==> config.mk <==
export PLATFORM = sky130hd
export DESIGN_NAME = gpio_lite_master_flat
export DESIGN_NICKNAME = d
export VERILOG_FILES = /design/src/rtl/gpio_lite_master_if.sv /design/src/rtl/gpio_lite_master.sv /design/src/flat_wrapper.sv
export SDC_FILE = /design/constraint.sdc
export NUM_CORES = 1
export LEC_CHECK = 0
export CAP_MARGIN = 20
export CORE_MARGIN = 2
export CORE_UTILIZATION = 40
export DETAILED_ROUTE_END_ITERATION = 7
export GPL_ROUTABILITY_DRIVEN = 0
export GPL_TIMING_DRIVEN = 0
export PLACE_DENSITY = 0.77
export SETUP_SLACK_MARGIN = 0.4
export SYNTH_ARGS = -nofsm -noshare
export SYNTH_HDL_FRONTEND = slang
export SYNTH_SLANG_ARGS = --single-unit
export TNS_END_PERCENT = 20
==> constraint.sdc <==
create_clock -name pclk -period 4.6 [get_ports pclk]
set_input_delay 0.46 -clock pclk [delete_from_list [all_inputs] [get_ports pclk]]
set_output_delay 0.46 -clock pclk [all_outputs]
set_load 0.02 [all_outputs]
==> src/rtl/gpio_lite_master_if.sv <==
// Command, response, interrupt and subunit bus signals of gpio_lite_master.
// The master modport is the block's view; slave is the surrounding system's view.
interface gpio_lite_master_if;
   logic        cmd_valid;
   logic        cmd_ready;
   logic        cmd_write;
   logic [5:0]  cmd_addr;
   logic [15:0] cmd_wdata;
   logic        rsp_valid;
   logic [15:0] rsp_data;
   logic        rsp_ready;
   logic        irq_en;
   logic [15:0] irq_in;
   logic        irq_valid;
   logic [15:0] irq_status;
   logic        irq_ack;
   logic [7:0]  svc_count;
   logic        read;
   logic        write;
   logic [5:0]  addr;
   logic [15:0] wdata;
   logic [15:0] rdata;

   modport master (
      input  cmd_valid, cmd_write, cmd_addr, cmd_wdata, rsp_ready,
             irq_en, irq_in, irq_ack, rdata,
      output cmd_ready, rsp_valid, rsp_data, irq_valid, irq_status,
             svc_count, read, write, addr, wdata
   );

   modport slave (
      output cmd_valid, cmd_write, cmd_addr, cmd_wdata, rsp_ready,
             irq_en, irq_in, irq_ack, rdata,
      input  cmd_ready, rsp_valid, rsp_data, irq_valid, irq_status,
             svc_count, read, write, addr, wdata
   );
endinterface

==> src/rtl/gpio_lite_master.sv <==
// Command/interrupt master for a GPIO subunit: single-beat reads and writes,
// plus automatic read-clear servicing of the subunit interrupt status register.
module gpio_lite_master #(
   parameter logic [5:0] GPR_INT_STATUS = 6'h20
) (
   input  logic               pclk,
   input  logic               reset,
   gpio_lite_master_if.master bus
);

   typedef enum logic [2:0] {IDLE, WR, RD, CAP, RSP, IRD, ICAP, IRQ} state_t;

   state_t      r_state, w_state_nxt;
   logic        r_read, w_read_nxt;
   logic        r_write, w_write_nxt;
   logic [5:0]  r_addr, w_addr_nxt;
   logic [15:0] r_wdata, w_wdata_nxt;
   logic        r_rsp_valid, w_rsp_valid_nxt;
   logic [15:0] r_rsp_data, w_rsp_data_nxt;
   logic        r_irq_valid, w_irq_valid_nxt;
   logic [15:0] r_irq_status, w_irq_status_nxt;
   logic [7:0]  r_svc_count, w_svc_count_nxt;
   logic        w_irq_start;
   logic        w_cmd_ready;

   // Interrupt service wins over any command presented in the same IDLE cycle.
   assign w_irq_start = (r_state == IDLE) && bus.irq_en && (bus.irq_in != 16'h0000);
   assign w_cmd_ready = (r_state == IDLE) && !w_irq_start && !reset;

   // NOTE: every next-value signal gets its default before the case statement,
   // so no path leaves one unassigned and no latch is inferred.
   always_comb begin
      w_state_nxt      = r_state;
      w_read_nxt       = 1'b0;
      w_write_nxt      = 1'b0;
      w_addr_nxt       = r_addr;
      w_wdata_nxt      = r_wdata;
      w_rsp_valid_nxt  = r_rsp_valid;
      w_rsp_data_nxt   = r_rsp_data;
      w_irq_valid_nxt  = r_irq_valid;
      w_irq_status_nxt = r_irq_status;
      w_svc_count_nxt  = r_svc_count;
      case (r_state)
         IDLE: begin
            if (w_irq_start) begin
               w_state_nxt = IRD;
               w_read_nxt  = 1'b1;
               w_addr_nxt  = GPR_INT_STATUS;
            end else if (bus.cmd_valid && w_cmd_ready) begin
               w_addr_nxt = bus.cmd_addr;
               if (bus.cmd_write) begin
                  w_state_nxt = WR;
                  w_write_nxt = 1'b1;
                  w_wdata_nxt = bus.cmd_wdata;
               end else begin
                  w_state_nxt = RD;
                  w_read_nxt  = 1'b1;
               end
            end
         end
         WR:  w_state_nxt = IDLE;
         RD:  w_state_nxt = CAP;
         CAP: begin
            w_state_nxt     = RSP;
            w_rsp_valid_nxt = 1'b1;
            w_rsp_data_nxt  = bus.rdata;
         end
         RSP: begin
            if (bus.rsp_ready) begin
               w_state_nxt     = IDLE;
               w_rsp_valid_nxt = 1'b0;
            end
         end
         IRD: w_state_nxt = ICAP;
         ICAP: begin
            w_irq_status_nxt = bus.rdata;
            // A status that cleared before the read is not counted as a service.
            if (bus.rdata != 16'h0000) begin
               w_state_nxt     = IRQ;
               w_irq_valid_nxt = 1'b1;
               w_svc_count_nxt = r_svc_count + 8'd1;
            end else begin
               w_state_nxt = IDLE;
            end
         end
         IRQ: begin
            if (bus.irq_ack) begin
               w_state_nxt     = IDLE;
               w_irq_valid_nxt = 1'b0;
            end
         end
         default: w_state_nxt = IDLE;
      endcase
   end

   // NOTE: sequential state uses non-blocking assignments only, so every
   // register samples the pre-edge values computed above.
   always_ff @(posedge pclk or posedge reset) begin
      if (reset) begin
         r_state      <= IDLE;
         r_read       <= 1'b0;
         r_write      <= 1'b0;
         r_addr       <= 6'h00;
         r_wdata      <= 16'h0000;
         r_rsp_valid  <= 1'b0;
         r_rsp_data   <= 16'h0000;
         r_irq_valid  <= 1'b0;
         r_irq_status <= 16'h0000;
         r_svc_count  <= 8'h00;
      end else begin
         r_state      <= w_state_nxt;
         r_read       <= w_read_nxt;
         r_write      <= w_write_nxt;
         r_addr       <= w_addr_nxt;
         r_wdata      <= w_wdata_nxt;
         r_rsp_valid  <= w_rsp_valid_nxt;
         r_rsp_data   <= w_rsp_data_nxt;
         r_irq_valid  <= w_irq_valid_nxt;
         r_irq_status <= w_irq_status_nxt;
         r_svc_count  <= w_svc_count_nxt;
      end
   end

   assign bus.cmd_ready  = w_cmd_ready;
   assign bus.read       = r_read;
   assign bus.write      = r_write;
   assign bus.addr       = r_addr;
   assign bus.wdata      = r_wdata;
   assign bus.rsp_valid  = r_rsp_valid;
   assign bus.rsp_data   = r_rsp_data;
   assign bus.irq_valid  = r_irq_valid;
   assign bus.irq_status = r_irq_status;
   assign bus.svc_count  = r_svc_count;

endmodule
==> src/flat_wrapper.sv <==
// flat-port wrapper written by rule: the top's interface ports become plain ports
module gpio_lite_master_flat 
#(
   parameter logic [5:0] GPR_INT_STATUS = 6'h20
)
  (pclk, reset, bus_cmd_valid, bus_cmd_write, bus_cmd_addr, bus_cmd_wdata, bus_rsp_ready, bus_irq_en, bus_irq_in, bus_irq_ack, bus_rdata, bus_cmd_ready, bus_rsp_valid, bus_rsp_data, bus_irq_valid, bus_irq_status, bus_svc_count, bus_read, bus_write, bus_addr, bus_wdata);
  gpio_lite_master_if bus_i ();
  input  logic pclk;
  input  logic reset;
  input wire logic [$bits(bus_i.cmd_valid)-1:0] bus_cmd_valid;
  input wire logic [$bits(bus_i.cmd_write)-1:0] bus_cmd_write;
  input wire logic [$bits(bus_i.cmd_addr)-1:0] bus_cmd_addr;
  input wire logic [$bits(bus_i.cmd_wdata)-1:0] bus_cmd_wdata;
  input wire logic [$bits(bus_i.rsp_ready)-1:0] bus_rsp_ready;
  input wire logic [$bits(bus_i.irq_en)-1:0] bus_irq_en;
  input wire logic [$bits(bus_i.irq_in)-1:0] bus_irq_in;
  input wire logic [$bits(bus_i.irq_ack)-1:0] bus_irq_ack;
  input wire logic [$bits(bus_i.rdata)-1:0] bus_rdata;
  output wire logic [$bits(bus_i.cmd_ready)-1:0] bus_cmd_ready;
  output wire logic [$bits(bus_i.rsp_valid)-1:0] bus_rsp_valid;
  output wire logic [$bits(bus_i.rsp_data)-1:0] bus_rsp_data;
  output wire logic [$bits(bus_i.irq_valid)-1:0] bus_irq_valid;
  output wire logic [$bits(bus_i.irq_status)-1:0] bus_irq_status;
  output wire logic [$bits(bus_i.svc_count)-1:0] bus_svc_count;
  output wire logic [$bits(bus_i.read)-1:0] bus_read;
  output wire logic [$bits(bus_i.write)-1:0] bus_write;
  output wire logic [$bits(bus_i.addr)-1:0] bus_addr;
  output wire logic [$bits(bus_i.wdata)-1:0] bus_wdata;
  assign bus_i.cmd_valid = bus_cmd_valid;
  assign bus_i.cmd_write = bus_cmd_write;
  assign bus_i.cmd_addr = bus_cmd_addr;
  assign bus_i.cmd_wdata = bus_cmd_wdata;
  assign bus_i.rsp_ready = bus_rsp_ready;
  assign bus_i.irq_en = bus_irq_en;
  assign bus_i.irq_in = bus_irq_in;
  assign bus_i.irq_ack = bus_irq_ack;
  assign bus_i.rdata = bus_rdata;
  assign bus_cmd_ready = bus_i.cmd_ready;
  assign bus_rsp_valid = bus_i.rsp_valid;
  assign bus_rsp_data = bus_i.rsp_data;
  assign bus_irq_valid = bus_i.irq_valid;
  assign bus_irq_status = bus_i.irq_status;
  assign bus_svc_count = bus_i.svc_count;
  assign bus_read = bus_i.read;
  assign bus_write = bus_i.write;
  assign bus_addr = bus_i.addr;
  assign bus_wdata = bus_i.wdata;
  gpio_lite_master #(.GPR_INT_STATUS(GPR_INT_STATUS)) u_core (.pclk(pclk), .reset(reset), .bus(bus_i));
endmodule
==> flow_metrics.tcl <==
set metrics [dict create \
    rsz0062_at_grt "false" \
    wl_um 6836 \
    power.density_nw_per_um2 646.9 \
    finalCritPeriodShare_pct 60.79 \
    cts_resized 0 \
    die_w_um 89.28 \
    finalCriticalPeriod_ps 2797 \
    setup_viol_count_final 0 \
    p_leak_nw 1.979 \
    placed_cell_area_um2 4307 \
    routedWlPerCell_um 14.12 \
    synth_ff_type "dfrtp_1" \
    grt_pass1_vias 2273 \
    cts-buffers-inserted 9 \
    dieArea_um2 7971 \
    cp_max_fo 9 \
    setup_ws_ps 1803 \
    dp.cells 468 \
    start_kind "input pin" \
    drc 0 \
    htreeDepth 3 \
    critPathTopFamily "buffers and inverters" \
    drv_cap 0 \
    core_area_um2 7137 \
    antenna_found_initial 0 \
    fin_nets 442 \
    final_layout_size_suffix_gt1_share_pct 14.55 \
    grt_max_degree 70 \
    seq_area_frac_synth_pct 59.35 \
    vias_per_cell 4.661 \
    syn_nets 304 \
    vias 2256 \
    cpMostUsedCell "clkdlybuf4s50_1" \
    max_freq_ghz 0.3576 \
    diodes 0 \
    io_pins 128 \
    synth_edf_count 0 \
    synthToLayoutAreaGrowth_pct 54.67 \
    grt_use_total_pct 17.73 \
    synth_top_area_share_pct 59.35 \
    dpl.hpwl_um 5086 \
    rows 31 \
    final_cell_area_um2 4499 \
    yosysUniqueCellTypes 33 \
    maxSlewHeadroom_pct 43.92 \
    path_class "in -> out" \
    stdcell_count 484 \
    skew_ps 12.88 \
    async_flop_share_pct 100.0 \
    hold_path.class "reg -> reg" \
    path_cells "clkdlybuf4s50_1, nor4_2, a41oi_2, nor3_1, clkdlybuf4s50_1" \
    synth_top_area_cell "dfrtp_1" \
    tightestPinTransition_ps 841.2 \
    drt_iter0_markers 72 \
    drv_slew 0 \
    overflow 0 \
    cts_buffer_depth 2 \
    peakVddDrop_mv 0.2534 \
    netlist_instances 242 \
    synth_area_um2 2909 \
    synth-seq-cells 69 \
    cp.arrival_ps 2340 \
    numPortBuffers 127 \
    post_cts_buffers 0 \
    layout_common_cells "clkdlybuf4s50_1, dfrtp_1, nand2_1" \
    critPathSlowestCell "clkdlybuf4s50_1" \
    cts.sinks 69 \
    setup_tns_ps 0 \
    cts-root-buf "clkbuf_8" \
    final_hold_viol_count 0 \
    place_ws_ps 1815 \
    cts_tree "done" \
    clk_latency_ps 330 \
    nFillCells 629 \
    fin_util_pct 63.04 \
    syn_avg_cell_area_um2 12.02 \
    holdBufCountCts 0 \
    first_pass_iters 4 \
    final_common_cell "clkdlybuf4s50_1" \
    synth_warnings 0 \
    cp.required_ps 4140 \
    endpoint_kind "output pin" \
    path_clk_slew_ps 80 \
    status "finished, final reports clean" \
    fp.dieH_um 89.28 \
    cp.buffers_inverters 2 \
    detail-route-antenna-nets 0 \
    grt_first_pass_wirelength_um 10860 \
    initial_core_util_pct 40.76 \
    cp_slowest_stage_delay_ps 640 \
    synthTopCellsByArea "dfrtp_1, mux2_2, nand2_1" \
]
## final timing paths
kind,startpoint,slack [ps],cells past startpoint,endpoint
setup / recovery,bus_irq_in[10],1800,5,bus_cmd_ready
setup reg to reg,u_core.r_state[2],2550,6,u_core.bus.wdata[7]
hold reg to reg,u_core.bus.svc_count[7],480,1,u_core.bus.svc_count[7]
max in group asynchronous,reset,3340,2,u_core.bus.rsp_valid
hold / removal,u_core.bus.svc_count[7],480,1,u_core.bus.svc_count[7]
min in group asynchronous,reset,710,2,u_core.bus.addr[5]
## kinds of logic (layout without fill, tap and decap cells)
group | count (synthesis) | after routing | synth area share (%)
XOR/XNOR | 7 | 7 | 2.108
flip-flops | 69 | 69 | 59.35
adder cells (fa/ha/maj) | 1 | 1 | 0.4300
buffers and inverters | 18 | 161 | 3.140
AND/OR/NAND/NOR | 93 | 93 | 15.74
AO/OA/AOI/OAI | 21 | 21 | 5.290
multiplexers | 33 | 33 | 13.94
## worst register-to-register path: stages (launching register included)
cell and delay, ps:
dfrtp_1 390, or3_1 360, clkbuf_1 180, or3_1 410
buf_6 160, buf_12 150, mux2_4 290
## metrics by stage
stage,power [mW],hold WS (ps)
floorplan,1.767,565.4
global placement,2.415,459.3
detailed placement,2.461,462.5
CTS,2.948,480.2
global route,3.095,488.0
finish,2.911,479.5
## final cells by class
type	instances	area [um2]	share of cell area (%)
Multi-Input combinational cell	155	1091	24.25
Clock inverter	5	61.31	1.363
Sequential cell	69	1727	38.38
Timing Repair Buffer	127	1271	28.25
Clock buffer	11	131.4	2.920
Buffer	11	65.06	1.446
Tap cell	99	123.9	2.753
Inverter	7	28.78	0.6396
## synth_stat cells (2+ instances only)
| cell | number |
|---|---|
| dfrtp_1 | 69 |
| and3_1 | 2 |
| nor4_2 | 4 |
| mux2_4 | 9 |
| nand2_1 | 56 |
| inv_1 | 7 |
| nand3b_1 | 3 |
| nor2_1 | 5 |
| nand4_1 | 3 |
| nor4_1 | 4 |
| a22oi_1 | 3 |
| o21ai_0 | 2 |
| mux2_2 | 24 |
| clkbuf_1 | 9 |
| nor3b_1 | 2 |
| nand3_1 | 7 |
| a22o_1 | 5 |
| a21oi_1 | 5 |
| xnor2_1 | 7 |
| a31oi_1 | 2 |
| or3_1 | 2 |
## flip-flops by register name, summed over array words and instances (netlist names)
register,flops
u_core.bus.rsp_valid,1
u_core.bus.rsp_data,16
u_core.bus.read,1
u_core.bus.irq_status,16
u_core.bus.addr,6
u_core.bus.svc_count,8
u_core.bus.wdata,16
u_core.r_state,3
u_core.bus.irq_valid,1
u_core.bus.write,1
## per-layer routing
layer / GRT usage, % / part of all wire [%]
met2: 28.82 / 50
met1: 23.76 / 43
met3: 3.416 / 5.3
met5: 0 / 0
met4: 6.377 / 1.4
## power breakdown
group	internal, mW	switching, mW
clock	0.253	0.225
combinational	0.718	0.682
sequential	0.873	0.160
Note: power is estimated with default switching activity, not from simulation.
